**src/rtl/if_stage.sv**
```systemverilog
// IF stage: owns the PC, fetches from a 1-cycle synchronous SRAM and presents one word per cycle to ID.
// Latency: address issued in t, word presented in t+1; on ID stall the SRAM idles and the word is held in a 1-entry buffer.
module if_stage #(
   parameter logic [31:0] RESET_PC = 32'h1c000000
) (
   input  logic        clk,
   input  logic        reset,
   input  logic        ds_allow_in,
   input  logic        br_taken_cancel,
   input  logic [31:0] br_target,
   input  logic [31:0] inst_sram_rdata,
   output logic        inst_sram_en,
   output logic [3:0]  inst_sram_we,
   output logic [31:0] inst_sram_addr,
   output logic [31:0] inst_sram_wdata,
   output logic        to_ds_valid,
   output logic [31:0] fs_pc,
   output logic [31:0] fs_inst
);

   localparam logic [31:0] PC_INIT = RESET_PC - 32'd4;

   logic [31:0] fs_pc_q, fs_pc_d;
   logic        fs_valid_q, fs_valid_d;
   logic [31:0] buf_inst_q, buf_inst_d;
   logic        buf_valid_q, buf_valid_d;

   logic        fs_allow_in;
   logic        issue;
   logic        capture;
   logic [31:0] nextpc;

   assign fs_allow_in = !fs_valid_q || ds_allow_in;
   assign nextpc      = br_taken_cancel ? br_target : fs_pc_q + 32'd4;
   // A redirect always fetches, even while ID is stalled; reset gates the request combinationally.
   assign issue       = reset && (fs_allow_in || br_taken_cancel);
   assign capture     = fs_valid_q && !ds_allow_in && !buf_valid_q && !br_taken_cancel;

   always_comb begin
      fs_pc_d     = fs_pc_q;
      fs_valid_d  = fs_valid_q;
      buf_inst_d  = buf_inst_q;
      buf_valid_d = buf_valid_q;
      if (issue) begin
         fs_pc_d     = nextpc;
         fs_valid_d  = 1'b1;
         buf_valid_d = 1'b0;
      end else if (fs_valid_q && ds_allow_in) begin
         fs_valid_d = 1'b0;
      end
      // SRAM data is only valid the cycle after the read, so latch it on the first stall cycle.
      if (capture) begin
         buf_inst_d  = inst_sram_rdata;
         buf_valid_d = 1'b1;
      end
   end

   always_ff @(posedge clk or negedge reset) begin
      if (!reset) begin
         fs_pc_q     <= PC_INIT;
         fs_valid_q  <= 1'b0;
         buf_inst_q  <= 32'd0;
         buf_valid_q <= 1'b0;
      end else begin
         fs_pc_q     <= fs_pc_d;
         fs_valid_q  <= fs_valid_d;
         buf_inst_q  <= buf_inst_d;
         buf_valid_q <= buf_valid_d;
      end
   end

   assign inst_sram_en    = issue;
   assign inst_sram_addr  = nextpc;
   assign inst_sram_we    = 4'b0;
   assign inst_sram_wdata = 32'b0;

   assign to_ds_valid = fs_valid_q && !br_taken_cancel;
   assign fs_pc       = fs_pc_q;
   assign fs_inst     = buf_valid_q ? buf_inst_q : inst_sram_rdata;

endmodule

```
**config.mk**
```make
export PLATFORM = sky130hd
export DESIGN_NAME = if_stage
export DESIGN_NICKNAME = d
export VERILOG_FILES = /design/src/rtl/if_stage.sv
export SDC_FILE = /design/constraint.sdc
export NUM_CORES = 1
export LEC_CHECK = 0
export ABC_AREA = 1
export ABC_CLOCK_PERIOD_IN_PS = 2000
export CELL_PAD_IN_SITES_DETAIL_PLACEMENT = 1
export CELL_PAD_IN_SITES_GLOBAL_PLACEMENT = 1
export CORE_MARGIN = 2
export CORE_UTILIZATION = 29
export DETAILED_ROUTE_END_ITERATION = 8
export PLACE_DENSITY = 0.78
export SYNTH_ARGS = -nofsm -noshare
export SYNTH_HDL_FRONTEND = slang
export SYNTH_SLANG_ARGS = --single-unit
```
**constraint.sdc**
```tcl
create_clock -name clk -period 2 [get_ports clk]
set_input_delay 0.4 -clock clk [delete_from_list [all_inputs] [get_ports clk]]
set_output_delay 0.4 -clock clk [all_outputs]
set_load 0.05 [all_outputs]
```
==> out/metrics.cfg, run 1 <==
[synth]
synth_xor_area_share_pct = 0.196
synth_edf_count = 0
synth_area_um2 = 4480
yosys.area_share.simple_pct = 35.4
yosys.area_share.adder_pct = 0.279
post_synth_inst_count = 665
synthTopCellsByCount = nand2_1 (234), o21ai_0 (79), inv_1 (63)
synth.area.mux_share_pct = 0
synth.most_common_cell = nand2_1
async_flop_share_pct = 100
yosys.area.top_type = dfrtp_1
ys_seq_elements = 66
synth_top_family_by_area = simple AND/OR/NAND/NOR gates
synth_compound_area_share_pct = 12.1
avgSynthCellArea_um2 = 6.74
yosysTopAreaCellShare_pct = 22.3
ys_top_cells_by_area = dfrtp_1 (22%), nand2_1 (20%), dfstp_2 (15%), o21ai_0 (8.8%), buf_4 (6.0%)
yosys_warnings = 0
yosysUniqueCellTypes = 32
ys.flop_type = dfrtp_1
yosysSeqAreaShare_pct = 37.6

[worst_setup_path]
slowest_stage = dfstp_4
criticalPathCategory = reg -> out
critPathLaunchType = register
arrival_ns = 2.20
endpoint_kind = primary output
cp.required_ns = 1.60
slowest_delay_ns = 0.65
critPathMaxFanout = 4
crit_chain = nand2_4 -> nor2_4 -> buf_6 -> nand2_4 -> buf_6 -> o21bai_1 -> nand3_1 -> nand2_2 -> buf_12

[power]
peakVddDrop_mv = 0.437
p_per_area_nw_per_um2 = 852
finalPower_mw = 7.41
leakagePower_nw = 4.11

[sta]
skew_ns = 0.00861
fin_ws_ns = -0.602
worst_pin_slew_ns = 0.547
hold_violations = 0
fin_crit_ns = 2.60
rsz0062_at_grt = yes
setup_violations = 32
hold_ws_ns = 0.162
maxSlewHeadroom_pct = 63.5
max_freq_ghz = 0.384
maxSlewViolCount = 0
timing.final.crit_share_pct = 130

[global_route]
grt_usage_pct = 23.5
gr-max-usage-layer = met2
grt_use_met1_pct = 25.6
grt_pass1_wl_um = 29600
met3_usage_pct = 6.59
grt_overflow = 0
grt_pass1_vias = 5703
grt_antenna_before_repair = 0
use_met2_pct = 41.9
grt_start_max_net_pins = 66

[die]
core_area_um2 = 15100
fp.dieW_um = 128
start_util_pct = 29.6
die_h_um = 128
dieArea_um2 = 16500
io_pins = 202
rows = 45

[place]
dp_hpwl_um = 13000
dpl_worst_slack_ns = -0.201
port_buffers = 165
placed_cells = 1074
gp_congestion = 0.845

[min_path]
hold_path_class = in -> async

[clock_network]
cts.sinks = 66
root_buffer = clkbuf_16
clock_path_buffers = 2
numCtsBuffers = 9
htreeDepth = 3
cts_tree = built
insertion_delay_ns = 0.35
clkSlewWorstSetupHoldPaths_ns = 0.06

[job]
cap_violations = 0

[drt]
drt-vias-per-instance = 4.88
first_pass_iters = 5
detail-route-antenna-nets = 0
wl_per_cell_um = 19.2
postRouteWirelength_um = 21600
num_vias = 5490
first_iter_violations = 260
drcViolationCount = 0

[finish]
fill_cells = 1736
nets = 1000
regArea_um2 = 1710
stdcell_count = 1125
multi_input_area_um2 = 2950
final_layout_size_suffix_gt1_share_pct = 43.1
area_growth_pct = 94.3

[status]
status = finished, violations left
violations = negative setup slack

-- metal layers --
metal  wire length [µm]  vias to the layer above
met5                  0                        -
met4               1190                        0
met3               1490                       81
met2              11000                      238
met1               7950                     2625
li1                   -                     2546
-- cell usage in the layout (no fill, tap or decap), types with 5 or more instances in the layout --
cell,Yosys,final
and2_4,0,11
buf_12,0,60
buf_4,36,118
buf_6,1,26
buf_8,0,7
clkbuf_16,0,9
clkdlybuf4s50_1,0,67
conb_1,1,36
dfrtp_1,40,39
dfstp_2,26,19
dfstp_4,0,7
inv_1,63,60
nand2_1,234,190
nand2_2,5,34
nand2_4,1,16
nand3_1,51,28
nand3_2,1,18
nand3_4,0,6
nor2_1,44,23
nor2_2,1,11
nor2_4,7,18
o21ai_0,79,58
o21ai_1,4,20
o21ai_4,0,5
or2_2,10,10
-- timing repair --
item	in CTS	in global routing
hold buffers	0	0
buffers inserted	13	23
gates cloned	2	0
endpoints found under the setup margin	33	35
resized for setup	58	104
pin swaps	29	42
-- registers in the layout, summed over array words and instances (netlist names) --
signal and count:
buf_inst_q 32, fs_pc 32, buf_valid_q 1, fs_valid_q 1
-- power breakdown --
| group | leakage (nW) | total (mW) | internal (mW) | switching, mW |
|---|---|---|---|---|
| clock network | 0.152 | 1.73 | 1.09 | 0.646 |
| registers | 0.772 | 1.92 | 1.68 | 0.238 |
| logic | 3.18 | 3.76 | 1.52 | 2.25 |
| total | 4.11 | 7.41 | 4.28 | 3.13 |
-- worst paths after layout --
kind | slack, ns | cells past startpoint | end | startpoint
worst max-delay path | -0.60 | 9 | inst_sram_addr[17] | fs_pc[5]
worst min-delay path | 0.16 | 2 | fs_valid_q | reset
worst max register to register | -0.10 | 12 | fs_pc[17] | fs_pc[5]
worst min register to register | 0.48 | 2 | buf_inst_q[16] | buf_inst_q[16]
max in group asynchronous | 1.42 | 2 | fs_pc[4] | reset
min in group clk | 0.48 | 2 | buf_inst_q[16] | buf_inst_q[16]
-- cell type report --
type,count,share of cell area (%)
clock inverters,6,0.949
flip-flops and latches,66,19.7
inverters,65,2.86
clock buffers,10,2.63
multi-input cells,507,33.9
repair buffers,282,37.2
diodes,1,0.0288
well taps,188,2.70
-- worst max-delay path, delay by kind of cell (launching register included) --
family	cells	cell delay (ns)
simple gates	5	0.61
buf+inv	3	0.44
compound gates	1	0.15
flops	1	0.65
-- per-stage QoR --
step	setup TNS (ns)	instance area, µm²	utilization [%]
6_report	-14.13	8700	57.5
5_1_grt	-16.28	8700	57.4
4_1_cts	-11.93	8160	53.9
3_5_place_dp	-3.73	7450	49.2
3_3_place_gp	-2.83	7450	49.2
2_1_floorplan	-4.39	4840	-
-- kinds of logic after synthesis --
kind of cell             count (synthesis)
AO/OA/AOI/OAI                          101
other                                    1
adder cells (fa/ha/maj)                  1
XOR/XNOR                                 1
flip-flops                              66
AND/OR/NAND/NOR                        368
buffers and inverters                  127
No activity file was read; power rests on OpenSTA's default activity.
==> run 2: changes to the inputs <==
- SLEW_MARGIN: default -> 15
==> results of run 2 <==
Same layout as run 1: the final DEF is identical, and so are final timing and power.
==> run 3: changes to the inputs <==
- CORE_MARGIN: 2 -> default
==> out/metrics.cfg, run 3 (same netlist as run 1, synthesis figures left out) <==
[status]
status = finished, violations left
violations = negative setup slack

[clock_network]
root_buffer = clkbuf_16
clkSlewWorstSetupHoldPaths_ns = 0.07
clock_path_buffers = 2
numCtsBuffers = 9
insertion_delay_ns = 0.36
cts.sinks = 66
htreeDepth = 3
cts_tree = built

[sta]
timing.final.crit_share_pct = 131
hold_violations = 0
maxSlewViolCount = 0
hold_ws_ns = 0.161
worst_pin_slew_ns = 0.571
fin_ws_ns = -0.618
max_freq_ghz = 0.382
skew_ns = 0.0123
fin_crit_ns = 2.62
setup_violations = 31
maxSlewHeadroom_pct = 61.9
rsz0062_at_grt = yes

[die]
io_pins = 202
core_area_um2 = 15100
fp.dieW_um = 126
start_util_pct = 29.6
die_h_um = 126
dieArea_um2 = 15900
rows = 45

[finish]
final_layout_size_suffix_gt1_share_pct = 44.3
nets = 1024
final_common_cell = nand2_1
area_growth_pct = 96.1
stdcell_area_um2 = 8780
stdcell_count = 1148
diodes = 0
mostFrequentLayoutCells = nand2_1 (197), buf_4 (146), clkdlybuf4s50_1 (67)

[drt]
drcViolationCount = 0
postRouteWirelength_um = 20200
drt-vias-per-instance = 4.76
first_iter_violations = 246
detail-route-antenna-nets = 0
first_pass_iters = 4
num_vias = 5465
wl_per_cell_um = 17.6

[power]
leakagePower_nw = 4.15
finalPower_mw = 7.55
p_per_area_nw_per_um2 = 859
peakVddDrop_mv = 0.463

[global_route]
grt_start_max_net_pins = 66
grt_antenna_before_repair = 0
grt_pass1_wl_um = 28900
grt_usage_pct = 23.5
grt_overflow = 0
grt_pass1_vias = 5678

[worst_setup_path]
critPathLaunchType = register
cp.required_ns = 1.60
critPathMaxFanout = 5
ff2ff_path_depth = 16
criticalPathCategory = reg -> out
endpoint_kind = primary output
arrival_ns = 2.22

[place]
gp_congestion = 0.824
placed_cells = 1089
port_buffers = 165
dp_hpwl_um = 12500
placedInstanceArea_um2 = 7590
dpl_worst_slack_ns = -0.197

[min_path]
hold_path_class = in -> async

[job]
cap_violations = 0

==> run 3: cell types whose count changed in the layout (fill, tap and decap cells not counted), sizes merged <==
cell / previous run / this run
buf: 211 / 237
clkinv: 3 / 0
bufbuf: 2 / 0
clkinvlp: 1 / 3
inv: 65 / 67
clkbuf: 10 / 9
diode: 1 / 0
==> run 3: cell type report <==
cell class	instances	area, µm²
inverters	65	244
repair buffers	306	3380
multi-input cells	507	2890
well taps	188	235
flip-flops and latches	66	1710
clock buffers	9	225
clock inverters	7	100
fillers	1759	6360
==> run 3: metal layers <==
layer,global-route usage [%],part of all wire (%),up-vias
met5,0,0,-
met4,10.7,3.7,0
met3,7.09,6.4,57
met2,42.9,53,199
met1,24.6,37,2616
li1,-,-,2593
==> run 3: metrics by stage <==
stage / setup TNS (ns) / util, %
after floorplan: -4.39 / -
after global placement: -3.27 / 50.1
after detailed placement: -4.05 / 50.1
after CTS: -11.49 / 55.9
after global routing: -15.49 / 58.0
final: -13.60 / 58.0
==> run 3: timing repair <==
action                     in CTS  in global routing
pin swaps                      36                 30
resized for setup              81                 65
buffers inserted               31                 15
setup endpoints to repair      32                 35
hold buffers                    0                  0
==> run 3: power by group <==
part	internal, mW	switching (mW)
logic	1.56	2.23
clock network	1.10	0.733
registers	1.68	0.234
total	4.35	3.20
==> run 3: path summary, 6_finish.rpt <==
path / start / endpoint / slack (ns)
setup / recovery: fs_pc[3] / inst_sram_addr[22] / -0.62
hold / removal: reset / buf_valid_q / 0.16
setup reg to reg: fs_pc[15] / fs_pc[25] / -0.51
hold reg to reg: buf_inst_q[14] / buf_inst_q[14] / 0.49
max in group asynchronous: reset / fs_pc[2] / 1.36
min in group clk: buf_inst_q[14] / buf_inst_q[14] / 0.49
==> run 3: worst max-delay path, stage by stage, from the launching register on <==
cell	delay, ns
dfstp_4	0.64
ha_4	0.18
nand2_4	0.07
nor2_4	0.13
nand2_4	0.08
nor2_4	0.16
nand2_1	0.10
nand2_1	0.11
nand3_2	0.09
and2_4	0.15
buf_8	0.14
